==> src/rtl/cdb_arbiter.sv <==
`default_nettype none
// ============================================================================
// Module   : cdb_arbiter
// Function : Common-data-bus arbiter. Each producer writes into a private
//            FIFO. One result per cycle is chosen round-robin and broadcast
//            on a registered CDB (valid, data, ROB tag, source index).
// Revision : 1.0 - initial release
// ============================================================================
module cdb_arbiter #(
  parameter int NUM_SRC = 4,
  parameter int DATA_W  = 16,
  parameter int TAG_W   = 3,
  parameter int QDEPTH  = 2
) (
  input  logic                                           clk,
  input  logic                                           rst_n,
  input  logic                                           flush,
  input  logic [NUM_SRC-1:0]                             src_valid,
  input  logic [NUM_SRC*DATA_W-1:0]                      src_data,
  input  logic [NUM_SRC*TAG_W-1:0]                       src_tag,
  output logic [NUM_SRC-1:0]                             src_ready,
  output logic                                           cdb_valid,
  output logic [DATA_W-1:0]                              cdb_data,
  output logic [TAG_W-1:0]                               cdb_tag,
  output logic [((NUM_SRC > 1) ? $clog2(NUM_SRC) : 1)-1:0] cdb_src
);

  localparam int SW = (NUM_SRC > 1) ? $clog2(NUM_SRC) : 1;
  localparam int PW = (QDEPTH > 1) ? $clog2(QDEPTH) : 1;
  localparam int CW = $clog2(QDEPTH + 1);
  localparam logic [CW-1:0] C_QDEPTH = CW'(QDEPTH);
  localparam logic [SW-1:0] C_LAST   = SW'(NUM_SRC - 1);
  localparam logic [PW-1:0] C_PLAST  = PW'(QDEPTH - 1);

  // Per-source queue status and head entries, gathered for the arbiter.
  logic [NUM_SRC-1:0] w_nonempty;
  logic [DATA_W-1:0]  w_head_data [NUM_SRC];
  logic [TAG_W-1:0]   w_head_tag  [NUM_SRC];

  // Arbitration result.
  logic               w_found;
  logic [SW-1:0]      w_win;

  // Round-robin pointer and registered CDB.
  logic [SW-1:0]      r_rr;
  logic               r_cdb_valid;
  logic [DATA_W-1:0]  r_cdb_data;
  logic [TAG_W-1:0]   r_cdb_tag;
  logic [SW-1:0]      r_cdb_src;

  // Source index base+k, folded back into 0..NUM_SRC-1.
  function automatic logic [SW-1:0] rr_offset(input logic [SW-1:0] base, input int k);
    int s;
    s = int'(base) + k;
    if (s >= NUM_SRC) s = s - NUM_SRC;
    return SW'(s);
  endfunction

  // Source index following p, wrapping at NUM_SRC.
  function automatic logic [SW-1:0] rr_inc(input logic [SW-1:0] p);
    if (p == C_LAST) return '0;
    return p + 1'b1;
  endfunction

  // Queue pointer following p, wrapping at QDEPTH.
  function automatic logic [PW-1:0] ptr_inc(input logic [PW-1:0] p);
    if (p == C_PLAST) return '0;
    return p + 1'b1;
  endfunction

  for (genvar gi = 0; gi < NUM_SRC; gi++) begin : g_src
    localparam logic [SW-1:0] C_IDX = SW'(gi);

    logic [DATA_W-1:0] r_dmem [QDEPTH];
    logic [TAG_W-1:0]  r_tmem [QDEPTH];
    logic [PW-1:0]     r_head;
    logic [PW-1:0]     r_tail;
    logic [CW-1:0]     r_count;
    logic              w_push;
    logic              w_pop;

    // Ready looks only at the registered count, so a same-cycle pop never raises it.
    assign src_ready[gi]   = (r_count < C_QDEPTH);
    assign w_push          = src_valid[gi] & src_ready[gi];
    assign w_pop           = w_found & (w_win == C_IDX);
    assign w_nonempty[gi]  = (r_count != '0);
    assign w_head_data[gi] = r_dmem[r_head];
    assign w_head_tag[gi]  = r_tmem[r_head];

    // Queue pointers and occupancy; flush empties the queue ahead of any push/pop.
    always_ff @(posedge clk or negedge rst_n) begin
      if (!rst_n) begin
        r_head  <= '0;
        r_tail  <= '0;
        r_count <= '0;
      end else if (flush) begin
        r_head  <= '0;
        r_tail  <= '0;
        r_count <= '0;
      end else begin
        if (w_push) r_tail <= ptr_inc(r_tail);
        if (w_pop)  r_head <= ptr_inc(r_head);
        case ({w_push, w_pop})
          2'b10:   r_count <= r_count + 1'b1;
          2'b01:   r_count <= r_count - 1'b1;
          default: r_count <= r_count;
        endcase
      end
    end

    // Entry storage; contents are meaningful only below the count, so no reset.
    always_ff @(posedge clk) begin
      if (w_push && !flush) begin
        r_dmem[r_tail] <= src_data[gi*DATA_W +: DATA_W];
        r_tmem[r_tail] <= src_tag[gi*TAG_W +: TAG_W];
      end
    end
  end

  // Round-robin search: first non-empty queue starting at r_rr.
  always_comb begin
    w_found = 1'b0;
    w_win   = '0;
    for (int k = 0; k < NUM_SRC; k++) begin
      if (!w_found && w_nonempty[rr_offset(r_rr, k)]) begin
        w_found = 1'b1;
        w_win   = rr_offset(r_rr, k);
      end
    end
  end

  // CDB broadcast register and round-robin pointer update.
  always_ff @(posedge clk or negedge rst_n) begin
    if (!rst_n) begin
      r_rr        <= '0;
      r_cdb_valid <= 1'b0;
      r_cdb_data  <= '0;
      r_cdb_tag   <= '0;
      r_cdb_src   <= '0;
    end else if (flush) begin
      r_rr        <= '0;
      r_cdb_valid <= 1'b0;
    end else begin
      r_cdb_valid <= w_found;
      if (w_found) begin
        r_cdb_data <= w_head_data[w_win];
        r_cdb_tag  <= w_head_tag[w_win];
        r_cdb_src  <= w_win;
        r_rr       <= rr_inc(w_win);
      end
    end
  end

  assign cdb_valid = r_cdb_valid;
  assign cdb_data  = r_cdb_data;
  assign cdb_tag   = r_cdb_tag;
  assign cdb_src   = r_cdb_src;

endmodule
`default_nettype wire
==> config.mk <==
export PLATFORM = sky130hd
export DESIGN_NAME = cdb_arbiter
export DESIGN_NICKNAME = d
export VERILOG_FILES = /design/src/rtl/cdb_arbiter.sv
export SDC_FILE = /design/constraint.sdc
export NUM_CORES = 1
export LEC_CHECK = 0
export ABC_CLOCK_PERIOD_IN_PS = 3500
export CORE_MARGIN = 3
export CORE_UTILIZATION = 50
export CTS_CLUSTER_DIAMETER = 100
export DETAILED_ROUTE_END_ITERATION = 8
export PLACE_DENSITY_LB_ADDON = 0.25
export SETUP_SLACK_MARGIN = 0.1
export SLEW_MARGIN = 0
export SYNTH_ARGS = -nofsm -noshare
export SYNTH_HDL_FRONTEND = slang
export SYNTH_SLANG_ARGS = --single-unit
==> constraint.sdc <==
create_clock -name clk -period 3.5 [get_ports clk]
set_input_delay 0.7 -clock clk [delete_from_list [all_inputs] [get_ports clk]]
set_output_delay 0.7 -clock clk [all_outputs]
set_load 0.005 [all_outputs]
Yosys cells after proc, flatten, opt, wreduce, memory -nomap -nowiden
Memory sizes are Yosys's and may differ from the RTL's.
Cells that the tools add are included.

storage, ports and cells
  memories = 8
  input bits = 83
  ROM bits = 0
  latch bits = 0
  register bits = 40
  memory bits (writable) = 152

memory list
  memory           depth  bits a word  read ports  clocked after Yosys merged registers in  wr ports  RTL line  source
  g_src[0].r_dmem  2      16           1           0                                        1         74        logic [DATA_W-1:0] r_dmem [QDEPTH];
  g_src[1].r_dmem  2      16           1           0                                        1         74
  g_src[2].r_dmem  2      16           1           0                                        1         74
  g_src[3].r_dmem  2      16           1           0                                        1         74
  g_src[0].r_tmem  2      3            1           0                                        1         75        logic [TAG_W-1:0] r_tmem [QDEPTH];
  g_src[1].r_tmem  2      3            1           0                                        1         75
  2 more memories  --     --           --          --                                       --        --

cells by class
  reduce and logical (&&, ||, !) cells = 30
  shifts and indexed selects = 0
  eq/ne operators = 11
  multipliers = 0
  divide/modulo/power cells = 0
  mux-type cells = 106
  bitwise operators = 10
  $add $sub $neg = 24
  order comparisons = 13

operator list
  kind                                                                           count
  1-bit 2-to-1 mux                                                               76
  16-bit binary-select mux with 2-bit select                                     1
  16-bit 2-to-1 mux                                                              2
  2-bit 2-to-1 mux                                                               16
  2-bit nonzero test                                                             13
  2-bit one-hot mux with 2 select lines                                          4
  2-bit by 1-bit subtractor with 2-bit output (second input constant)            8
  2-bit == test (second input constant)                                          6
  3-bit >= comparator (second input constant)                                    4
  2-bit by 3-bit less-than comparator with 1-bit output (second input constant)  4
  3-bit nonzero test                                                             4
  2-bit by 1-bit adder with 2-bit output (second input constant)                 5
  2-bit by 1-bit == test with 1-bit output (second input constant)               5
  1-bit adder (second input constant)                                            8
  1-bit bitwise AND                                                              8
  1-bit binary-select mux with 2-bit select                                      4
  2-bit less-than comparator (second input constant)                             4
  1-bit logical AND                                                              7
  2-bit by 2-bit adder with 3-bit output (second input constant)                 2
  3-bit binary-select mux with 2-bit select                                      1
  3-bit 2-to-1 mux                                                               2
  1-bit zero test                                                                4
  2-bit by 1-bit adder with 3-bit output (second input constant)                 1
  2-bit by 3-bit >= comparator with 1-bit output (second input constant)         1
  other kinds (4)                                                                4

Depth between registers and ports, before layout
Gate-level depths: netlist (run 1).

  word-level depth = 21
  gate-level depth with buffers = 9

Worst setup path after synthesis (run 1)
OpenSTA, ideal clock, no wires.

  kind = input to register
  from = input flush
  to = memory g_src[0].r_dmem[1][0] (enable)
  stages = 3
  setup slack = 534 ps
  path buffers = 2
  arrival time = 2,543 ps
  cell sequence = clkbuf_1 -> clkbuf_1 -> nor3b_1

between the ends
  word-level cells in the longest chain between the ends = 4

ends and longest elaborated chain
  element                                 RTL line  source
  from (decl)                             17        input logic flush,
  1-bit zero test                         113       if (w_push && !flush) begin
  1-bit logical AND                       113
  1-bit 2-to-1 mux                        113
  1-bit 2-to-1 mux (not written as such)  114       r_dmem[r_tail] <= src_data[gi*DATA_W +: DATA_W];
  to (decl)                               74

No other way between the ends.

Worst setup path in the final report (run 1)
  from = register g_src[1].r_count[0]
  to = register g_src[2].r_count[1]

between the ends
  word-level cells in the longest chain between the ends = 18
  elaborated cells on any way between the ends = 30
  classes of those cells = 3 x eq/ne; 18 x mux; 1 x bitwise; 8 x reduce/logical

ends and longest elaborated chain
  element                                                                           RTL line  source
  from (decl)                                                                       78        logic [CW-1:0] r_count;
  from (signal assigned)                                                            104       2'b10: r_count <= r_count + 1'b1;
  from (signal assigned)                                                            105       2'b01: r_count <= r_count - 1'b1;
  from (signal assigned)                                                            106       default: r_count <= r_count;
  2-bit nonzero test *                                                              86        assign w_nonempty[gi] = (r_count != '0);
  1-bit binary-select mux with 2-bit select                                         125       if (!w_found && w_nonempty[rr_offset(r_rr, k)]) begin
  1-bit 2-to-1 mux (not written as such)                                            125
  1-bit 2-to-1 mux                                                                  125
  1-bit zero test                                                                   125
  1-bit logical AND                                                                 125
  1-bit 2-to-1 mux                                                                  125
  1-bit zero test                                                                   125
  [2 not listed]                                                                    --
  1-bit zero test                                                                   125
  1-bit logical AND                                                                 125
  2-bit 2-to-1 mux                                                                  125
  2-bit == test                                                                     85        assign w_pop = w_found & (w_win == C_IDX);
  1-bit bitwise AND *                                                               85
  2-bit by 1-bit == test with 1-bit output / 2-bit == test (equally long branches)  103       case ({w_push, w_pop})
  2-bit one-hot mux with 2 select lines                                             103
  2-bit 2-to-1 mux                                                                  96        end else if (flush) begin
  to (signal assigned)                                                              104
  to (signal assigned)                                                              105
  to (signal assigned)                                                              106
  to (decl)                                                                         78

Mark *: on every way between the ends. The rest lies on a longest branch, timed or not. The select of a mux whose other input is x is not followed.
A chain may end at the register's enable or synchronous reset.

==> impl_metrics.env, run 1 <==
export IMPL_rr_startpoint="g_src[1].r_count[0]"
export IMPL_netlist_area_um2=7810
export IMPL_hold_ws_ns=0.402
export IMPL_drt_iter0_markers=366
export IMPL_postRouteAntennaNets=0
export IMPL_reg2reg_slack_ns=0.81
export IMPL_cts_tree="yes"
export IMPL_max_freq_mhz=372
export IMPL_boundaryPins=109
export IMPL_yosysWarnings=0
export IMPL_crit_path_start="g_src[1].r_count[0]"
export IMPL_clk_latency_ns=0.43
export IMPL_synth_edf_count=152
export IMPL_drv_slew=0
export IMPL_async_flop_share_pct=20.8
export IMPL_viasPerCell=5.57
export IMPL_start_util_pct=51.2
export IMPL_met1_usage_pct=28.1
export IMPL_p_clk_share_pct=24.3
export IMPL_die_h_um=131
export IMPL_power_uw=7830
export IMPL_setup_viol=0
export IMPL_ys_types=44
export IMPL_cts_hold_buf=0
export IMPL_fin_crit_ns=2.69
export IMPL_power_share_sequential_pct=40.7
export IMPL_worstPathCellList="nor2_1 > a21o_1 > buf_4 > and2_2 > ha_1 > nand2_1 > or4_1 > a31oi_1"
export IMPL_met3_usage_pct=5.16
export IMPL_worstPathArrival_ns=3.03
export IMPL_cp_end_kind="register"
export IMPL_swShare_pct=32.5
export IMPL_tightest_slew_ns=1.12
export IMPL_nets=669
export IMPL_p_per_area_nw_per_um2=806
export IMPL_fin_tns_setup_ns=0
export IMPL_vdd_ir_drop_max_uv=419
export IMPL_grt_overflow_total=0
export IMPL_antenna_found_initial=0
export IMPL_worst_slack_ns=0.813
export IMPL_drt_total_wl_um=16300
export IMPL_cts_clk_slew_worst_paths_ns=0.06
export IMPL_switching_power_uw=2550
export IMPL_cts_root_buf="clkbuf_16"
export IMPL_ys_seq_elements=192
export IMPL_worstHoldPathType="in2async"
export IMPL_first_global_vias=4494
export IMPL_hold_viol=0
export IMPL_synthFlopType="edfxtp_1"
export IMPL_htreeDepth=4
export IMPL_slowest_stage="and2_2"
export IMPL_synth_nets=556
export IMPL_fin_crit_sh_pct=76.8
export IMPL_area_growth_pct=24.5
export IMPL_layout_common_cells="edfxtp_1, clkdlybuf4s50_1, mux2i_1"
export IMPL_grt_pass1_wl_um=24700
export IMPL_crit_required_ns=3.85
export IMPL_num_vias=4497
export IMPL_syn_area_per_cell_um2=16.6
export IMPL_drc=0
export IMPL_crit_fanout=26
export IMPL_post_cts_resized=0
export IMPL_core_area_um2=15300
export IMPL_design_area_um2=9720
export IMPL_place_gp_congestion=0.795
export IMPL_fp_dieW_um=131
export IMPL_worstSetupPathType="reg2reg"
export IMPL_cap_viol_max_count=0
export IMPL_cts_setup_buffers=0
export IMPL_layout_commonest_cell="edfxtp_1"
export IMPL_drive_gt1_share_pct=11.9
export IMPL_rows=45
export IMPL_rsz0062_at_grt="no"
export IMPL_internal_power_uw=5290
export IMPL_cts_sinks=192
export IMPL_top_usage_layer="met2"
export IMPL_cts_inserted_buffers=17
export IMPL_wl_per_cell_um=20.2
export IMPL_place_hpwl_um=11500
export IMPL_grt_use_met2_pct=30.0
export IMPL_cts_buffer_depth=2
export IMPL_grt_max_degree=41
export IMPL_synth_cells=471
export IMPL_diodes=0
export IMPL_max_slew_margin_pct=25.0
export IMPL_power_frac_comb_pct=35.0
export IMPL_die_area_um2=17200
export IMPL_firstDrtPassIters=4
export IMPL_track_usage_pct=19.8
export IMPL_dp_slack_ns=0.714
export IMPL_postPlaceCellArea_um2=9140
export IMPL_critPathMaxStageDelay_ns=0.52
export IMPL_fin_skew_ns=0.00836
export IMPL_seq_area_frac_synth_pct=71.2
export IMPL_status="finished clean"
export IMPL_p_leak_uw=0.00339
export IMPL_port_buffers=108
export IMPL_start_kind="register"
synth_stat cells (all sizes together) (2+ instances only):
master    n  area share [%]
xor2      4            0.45
mux2i    76             9.7
nor2     17            0.82
a21oi     3            0.19
and3      3            0.24
inv      10            0.48
ha        2            0.32
buf      10            0.98
a211oi    2            0.19
nand2     5            0.24
o2111a   19             2.7
o211ai    2            0.19
o21bai    2            0.19
edfxtp  152              58
a31oi     2            0.16
nor2b     2            0.16
nand3    22             1.4
mux2     20             2.9
xnor2    10             1.1
o21ai     7            0.45
a21o      3            0.29
dfrtp    40              13
a221o    19             2.4
or3       3            0.24
clkbuf   18            0.86
nor3b     4            0.38
nor3      3            0.19
or2       2            0.16
worst max-delay path, delay by kind of cell, from the launching register on:
kind                       cells  cell delay, ns
adders and majority gates      1            0.27
and+or+nand+nor                4            1.31
AOI/OAI and AO/OA              2            0.35
DFF                            1            0.43
buffers and inverters          1            0.24
logic make-up after synthesis:
family	synth area share [%]
multiplexers	12.6
adder cells (fa/ha/maj)	0.320
AND/OR/NAND/NOR	4.18
buffers and inverters	2.32
XOR/XNOR	1.57
AO/OA/AOI/OAI	7.74
flip-flops	71.2
power groups by stage:
stage,sequential (uW),clock (uW),combinational [uW]
6_report,3190,1900,2740
5_1_grt,3230,2020,2980
4_1_cts,3190,1930,2750
3_5_place_dp,3230,0,2750
3_3_place_gp,3230,0,2650
2_1_floorplan,3040,0,2060
layer usage:
layer	vias to the layer above	part of all wire, %
li1	2078	-
met1	2265	46
met2	133	47
met3	21	5.5
met4	0	1.5
met5	-	0
per-stage QoR:
step,util (%),cells
global route,63.7,807
global placement,59.9,776
CTS,63.7,807
detailed placement,59.9,776
finish,63.7,807
floorplan,-,471
final cells by class:
class                      count  area, um^2
multi-input combinational    241        2100
inverter                      10        37.5
timing repair buffer         122        1180
clock buffer                  19         433
tap                          211         264
sequential                   192        5570
clock inverter                12         143
fill                        1103        5540
path summary, 6_finish.rpt:
kind | endpoint | cells after the start
setup / recovery | g_src[2].r_count[1] | 8
hold / removal | g_src[0].r_head | 1
setup reg to reg | g_src[2].r_count[1] | 8
hold reg to reg | cdb_tag[1] | 1
max in group asynchronous | cdb_data[9] | 1
min in group clk | cdb_tag[1] | 1
sequential cells by signal, summed over array words and instances, names as in the netlist:
register and flops:
cdb_data 16, cdb_src 2, cdb_tag 3, cdb_valid 1, g_src.r_count 8, g_src.r_dmem 128
g_src.r_head 4, g_src.r_tail 4, g_src.r_tmem 24, r_rr 2
Note: power is estimated with default switching activity, not from simulation.
==> run 2, diff against run 1 <==
--- a/config.mk
+++ b/config.mk
@@ -5,7 +5,7 @@
 export SDC_FILE = /design/constraint.sdc
 export NUM_CORES = 1
 export LEC_CHECK = 0
-export ABC_CLOCK_PERIOD_IN_PS = 3500
+export ABC_CLOCK_PERIOD_IN_PS = 2600
 export CORE_MARGIN = 3
 export CORE_UTILIZATION = 50
 export CTS_CLUSTER_DIAMETER = 100
==> constraint.sdc (replaced) <==
create_clock -name clk -period 2.6 [get_ports clk]
set_input_delay 0.52 -clock clk [delete_from_list [all_inputs] [get_ports clk]]
set_output_delay 0.52 -clock clk [all_outputs]
set_load 0.005 [all_outputs]
==> impl_metrics.env, run 2 (synthesis results as in run 1) <==
export IMPL_seq_area_um2=5570
export IMPL_fin_crit_sh_pct=86.5
export IMPL_postLayoutCoreUtil_pct=63.9
export IMPL_antenna_found_initial=0
export IMPL_crit_fanout=23
export IMPL_rr_startpoint="g_src[3].r_count[1]"
export IMPL_cts_root_buf="clkbuf_16"
export IMPL_place_hpwl_um=11600
export IMPL_endpoint="cdb_data[7]"
export IMPL_grt_pass1_wl_um=24200
export IMPL_place_gp_congestion=0.803
export IMPL_cp_num_buf_inv=2
export IMPL_start_kind="register"
export IMPL_status="finished clean"
export IMPL_crit_required_ns=2.89
export IMPL_fin_tns_setup_ns=0
export IMPL_cp_top_family="compound AO/OA/AOI/OAI gates"
export IMPL_worstHoldPathType="in2async"
export IMPL_htreeDepth=4
export IMPL_cts_setup_buffers=0
export IMPL_regMostFlops="g_src.r_dmem"
export IMPL_die_area_um2=17200
export IMPL_reg2reg_slack_ns=0.35
export IMPL_slowest_stage="dfrtp_1"
export IMPL_core_area_um2=15300
export IMPL_cts_tree="yes"
export IMPL_num_vias=4449
export IMPL_multiInputGateArea_um2=2100
export IMPL_start_util_pct=51.2
export IMPL_dp_slack_ns=0.355
export IMPL_max_freq_mhz=445
export IMPL_nets=677
export IMPL_drv_slew=0
export IMPL_layout_common_cells="edfxtp_1, clkdlybuf4s50_1, mux2i_1"
export IMPL_wl_per_cell_um=19.7
export IMPL_viasPerCell=5.45
export IMPL_drt_total_wl_um=16100
export IMPL_fp_dieW_um=131
export IMPL_area_growth_pct=24.8
export IMPL_grt_overflow_total=0
export IMPL_rows=45
export IMPL_cap_viol_max_count=0
export IMPL_rr_endpoint="cdb_data[7]"
export IMPL_cts_buffer_depth=2
export IMPL_cp_common_cell="buf_4"
export IMPL_setup_viol=0
export IMPL_crit_path_start="g_src[3].r_count[1]"
export IMPL_worstPathArrival_ns=2.54
export IMPL_crit_cells=7
export IMPL_postRouteAntennaNets=0
export IMPL_critPathMaxStageDelay_ns=0.43
export IMPL_largest_reg_flops=128
export IMPL_drc=0
export IMPL_grt_max_degree=41
export IMPL_cp_end_kind="register"
export IMPL_layout_commonest_cell="edfxtp_1"
export IMPL_p_per_area_nw_per_um2=1070
export IMPL_clk_latency_ns=0.42
export IMPL_fin_skew_ns=0.00796
export IMPL_first_global_vias=4584
export IMPL_die_h_um=131
export IMPL_ff2ff_path_depth=7
export IMPL_fillers=1116
export IMPL_rsz0062_at_grt="no"
export IMPL_max_slew_margin_pct=37.8
export IMPL_tightest_slew_ns=0.933
export IMPL_drive_gt1_share_pct=13.4
export IMPL_worst_slack_ns=0.352
export IMPL_fin_crit_ns=2.25
export IMPL_cts_sinks=192
export IMPL_firstDrtPassIters=4
export IMPL_port_buffers=108
export IMPL_track_usage_pct=19.2
export IMPL_boundaryPins=109
export IMPL_vdd_ir_drop_max_uv=776
export IMPL_drt_iter0_markers=266
export IMPL_post_cts_resized=0
export IMPL_worstSetupPathType="reg2reg"
export IMPL_hold_viol=0
export IMPL_cts_clk_slew_worst_paths_ns=0.06
export IMPL_p_leak_uw=0.00342
export IMPL_worstPathCellList="or2_1 > o211ai_1 > a21o_1 > buf_4 > nor2_1 > buf_4 > a221o_1"
export IMPL_diodes=0
export IMPL_cts_inserted_buffers=17
export IMPL_cts_hold_buf=0
-- run 2: worst register-to-register path: stages (launching register included) --
cell	delay, ns
dfrtp_1	0.43
or2_1	0.28
o211ai_1	0.30
a21o_1	0.21
buf_4	0.27
nor2_1	0.09
buf_4	0.21
a221o_1	0.33
-- run 2: area by class of cell --
| cell class | instances | share of cell area, % |
|---|---|---|
| Sequential cell | 192 | 57.1 |
| Multi-Input combinational cell | 241 | 21.5 |
| Timing Repair Buffer | 130 | 12.7 |
| Clock buffer | 22 | 4.66 |
| Tap cell | 211 | 2.71 |
| Clock inverter | 10 | 0.950 |
| Inverter | 10 | 0.385 |
-- run 2: power by group --
part | switching (uW) | internal [uW] | total (uW)
clock | 1030 | 1340 | 2380
sequential | 322 | 3820 | 4140
combinational | 2080 | 1860 | 3950
-- run 2: how the worst min path moves through the flow --
| stage | slack [ns] | cells past startpoint | from | end |
|---|---|---|---|---|
| 2_1_floorplan | 0.22 | 0 | rst_n | cdb_data[0] |
| 3_3_place_gp | 0.50 | 1 | cdb_src[1] | cdb_src[1] |
| 3_5_place_dp | 0.49 | 1 | cdb_src[0] | cdb_src[0] |
| 4_1_cts | 0.27 | 1 | rst_n | g_src[0].r_count[1] |
| 5_1_grt | 0.30 | 1 | rst_n | g_src[0].r_count[1] |
| 6_report | 0.23 | 1 | rst_n | g_src[0].r_count[0] |
-- run 2: metal layers --
layer  track usage [%]  up-vias  wire length, um
met5                 0        -                0
met4              5.32        0              186
met3              4.63       15              765
met2              30.6      124             7880
met1              26.8     2226             7240
li1                  -     2084                -
-- run 2: per-stage QoR --
| step | std cells | area (um^2) | hold slack [ns] | total power (uW) |
|---|---|---|---|---|
| after floorplan | 471 | 7810 | 0.224 | 6850 |
| after global placement | 784 | 9200 | 0.503 | 7980 |
| after detailed placement | 784 | 9200 | 0.490 | 8140 |
| after CTS | 816 | 9750 | 0.265 | 10500 |
| after global routing | 816 | 9750 | 0.302 | 11000 |
| final | 816 | 9750 | 0.225 | 10500 |
==> run 3, diff against run 2 <==
--- a/config.mk
+++ b/config.mk
@@ -6,8 +6,10 @@
 export NUM_CORES = 1
 export LEC_CHECK = 0
 export ABC_CLOCK_PERIOD_IN_PS = 2600
+export CELL_PAD_IN_SITES_DETAIL_PLACEMENT = 0
+export CELL_PAD_IN_SITES_GLOBAL_PLACEMENT = 1
 export CORE_MARGIN = 3
-export CORE_UTILIZATION = 50
+export CORE_UTILIZATION = 46
 export CTS_CLUSTER_DIAMETER = 100
 export DETAILED_ROUTE_END_ITERATION = 8
 export PLACE_DENSITY_LB_ADDON = 0.25
==> impl_metrics.env, run 3 (synthesis results as in run 1) <==
export IMPL_worst_slack_ns=0.285
export IMPL_place_hpwl_um=11500
export IMPL_layout_common_cells="edfxtp_1, clkdlybuf4s50_1, mux2i_1"
export IMPL_start_util_pct=47.1
export IMPL_slowest_stage="dfrtp_1"
export IMPL_rows=47
export IMPL_critPathMaxStageDelay_ns=0.43
export IMPL_cts_hold_buf=0
export IMPL_grt_pass1_wl_um=26000
export IMPL_cp_num_buf_inv=1
export IMPL_rsz0062_at_grt="no"
export IMPL_fillers=1258
export IMPL_setup_viol=0
export IMPL_worstSetupPathType="reg2reg"
export IMPL_largest_reg_flops=128
export IMPL_cts_clk_slew_worst_paths_ns=0.07
export IMPL_dp_slack_ns=0.315
export IMPL_final_cells=825
export IMPL_num_vias=4494
export IMPL_nets=677
export IMPL_cts_buffer_depth=2
export IMPL_die_h_um=136
export IMPL_status="finished clean"
export IMPL_worstPathCellList="or2_1 > o311ai_2 > and2_2 > buf_4 > mux2i_1 > a221o_1"
export IMPL_port_buffers=108
export IMPL_wl_per_cell_um=20.4
export IMPL_grt_max_degree=41
export IMPL_crit_fanout=30
export IMPL_cap_viol_max_count=0
export IMPL_worstHoldPathType="in2async"
export IMPL_drt_iter0_markers=314
export IMPL_cp_top_family="compound AO/OA/AOI/OAI gates"
export IMPL_post_place_cells=793
export IMPL_rr_startpoint="g_src[1].r_count[0]"
export IMPL_fin_crit_sh_pct=89.0
export IMPL_cts_root_buf="clkbuf_16"
export IMPL_drv_slew=0
export IMPL_area_growth_pct=26.0
export IMPL_viasPerCell=5.45
export IMPL_layout_commonest_cell="edfxtp_1"
export IMPL_grt_overflow_total=0
export IMPL_diodes=0
export IMPL_cts_tree="yes"
export IMPL_hold_viol=0
export IMPL_die_area_um2=18600
export IMPL_track_usage_pct=18.7
export IMPL_vdd_ir_drop_max_uv=694
export IMPL_max_freq_mhz=432
export IMPL_cp_end_kind="register"
export IMPL_fin_skew_ns=0.00550
export IMPL_regMostFlops="g_src.r_dmem"
export IMPL_post_cts_resized=0
export IMPL_p_leak_uw=0.00346
export IMPL_cts_sinks=192
export IMPL_firstDrtPassIters=4
export IMPL_worstPathArrival_ns=2.61
export IMPL_first_global_vias=4751
export IMPL_tightest_slew_ns=0.945
export IMPL_fin_crit_ns=2.32
export IMPL_seq_area_um2=5570
export IMPL_place_gp_congestion=0.874
export IMPL_drt_total_wl_um=16800
export IMPL_drive_gt1_share_pct=13.4
export IMPL_crit_required_ns=2.90
export IMPL_crit_path_start="g_src[1].r_count[0]"
export IMPL_fin_tns_setup_ns=0
export IMPL_fp_dieW_um=136
export IMPL_antenna_found_initial=0
export IMPL_multiInputGateArea_um2=2100
export IMPL_cts_setup_buffers=0
export IMPL_cts_inserted_buffers=17
export IMPL_boundaryPins=109
export IMPL_p_per_area_nw_per_um2=1110
export IMPL_core_area_um2=16600
export IMPL_max_slew_margin_pct=37.0
export IMPL_start_kind="register"
export IMPL_clk_latency_ns=0.42
export IMPL_postRouteAntennaNets=0
export IMPL_htreeDepth=4
export IMPL_drc=0
-- run 3: through the flow --
| step | instance area, um^2 | total power [uW] | util [%] | hold slack [ns] |
|---|---|---|---|---|
| after global routing | 9840 | 11500 | 59.3 | 0.291 |
| final | 9840 | 10900 | 59.3 | 0.220 |
| after floorplan | 7810 | 6850 | - | 0.224 |
| after global placement | 9220 | 8100 | 55.6 | 0.478 |
| after detailed placement | 9220 | 8200 | 55.6 | 0.498 |
| after CTS | 9840 | 11000 | 59.3 | 0.247 |
-- run 3: layout make-up --
class | count | share of cell area (%)
Clock buffer | 18 | 4.36
Tap cell | 220 | 2.80
Sequential cell | 192 | 56.6
Clock inverter | 14 | 1.98
Inverter | 10 | 0.381
Multi-Input combinational cell | 241 | 21.3
Timing Repair Buffer | 130 | 12.6
-- run 3: per-layer routing --
layer / up-vias / GRT usage (%) / wire length (um)
met3: 22 / 3.40 / 770
li1: 2093 / - / -
met4: 0 / 6.05 / 306
met1: 2259 / 24.4 / 6990
met2: 120 / 32.0 / 8750
met5: - / 0 / 0
-- run 3: path summary, 6_finish.rpt --
| kind | to | cells after the start | slack, ns |
|---|---|---|---|
| min | g_src[0].r_count[1] | 1 | 0.22 |
| min reg2reg | cdb_src[1] | 1 | 0.50 |
| min in group clk | cdb_src[1] | 1 | 0.50 |
| max reg2reg | cdb_data[15] | 6 | 0.28 |
| max in group asynchronous | cdb_data[14] | 1 | 1.80 |
| max | cdb_data[15] | 6 | 0.28 |
-- run 3: power by group --
group / internal [uW] / total [uW] / switching [uW]
clock network: 1690 / 2750 / 1060
logic: 1880 / 3980 / 2110
registers: 3820 / 4140 / 325
total: 7380 / 10900 / 3500
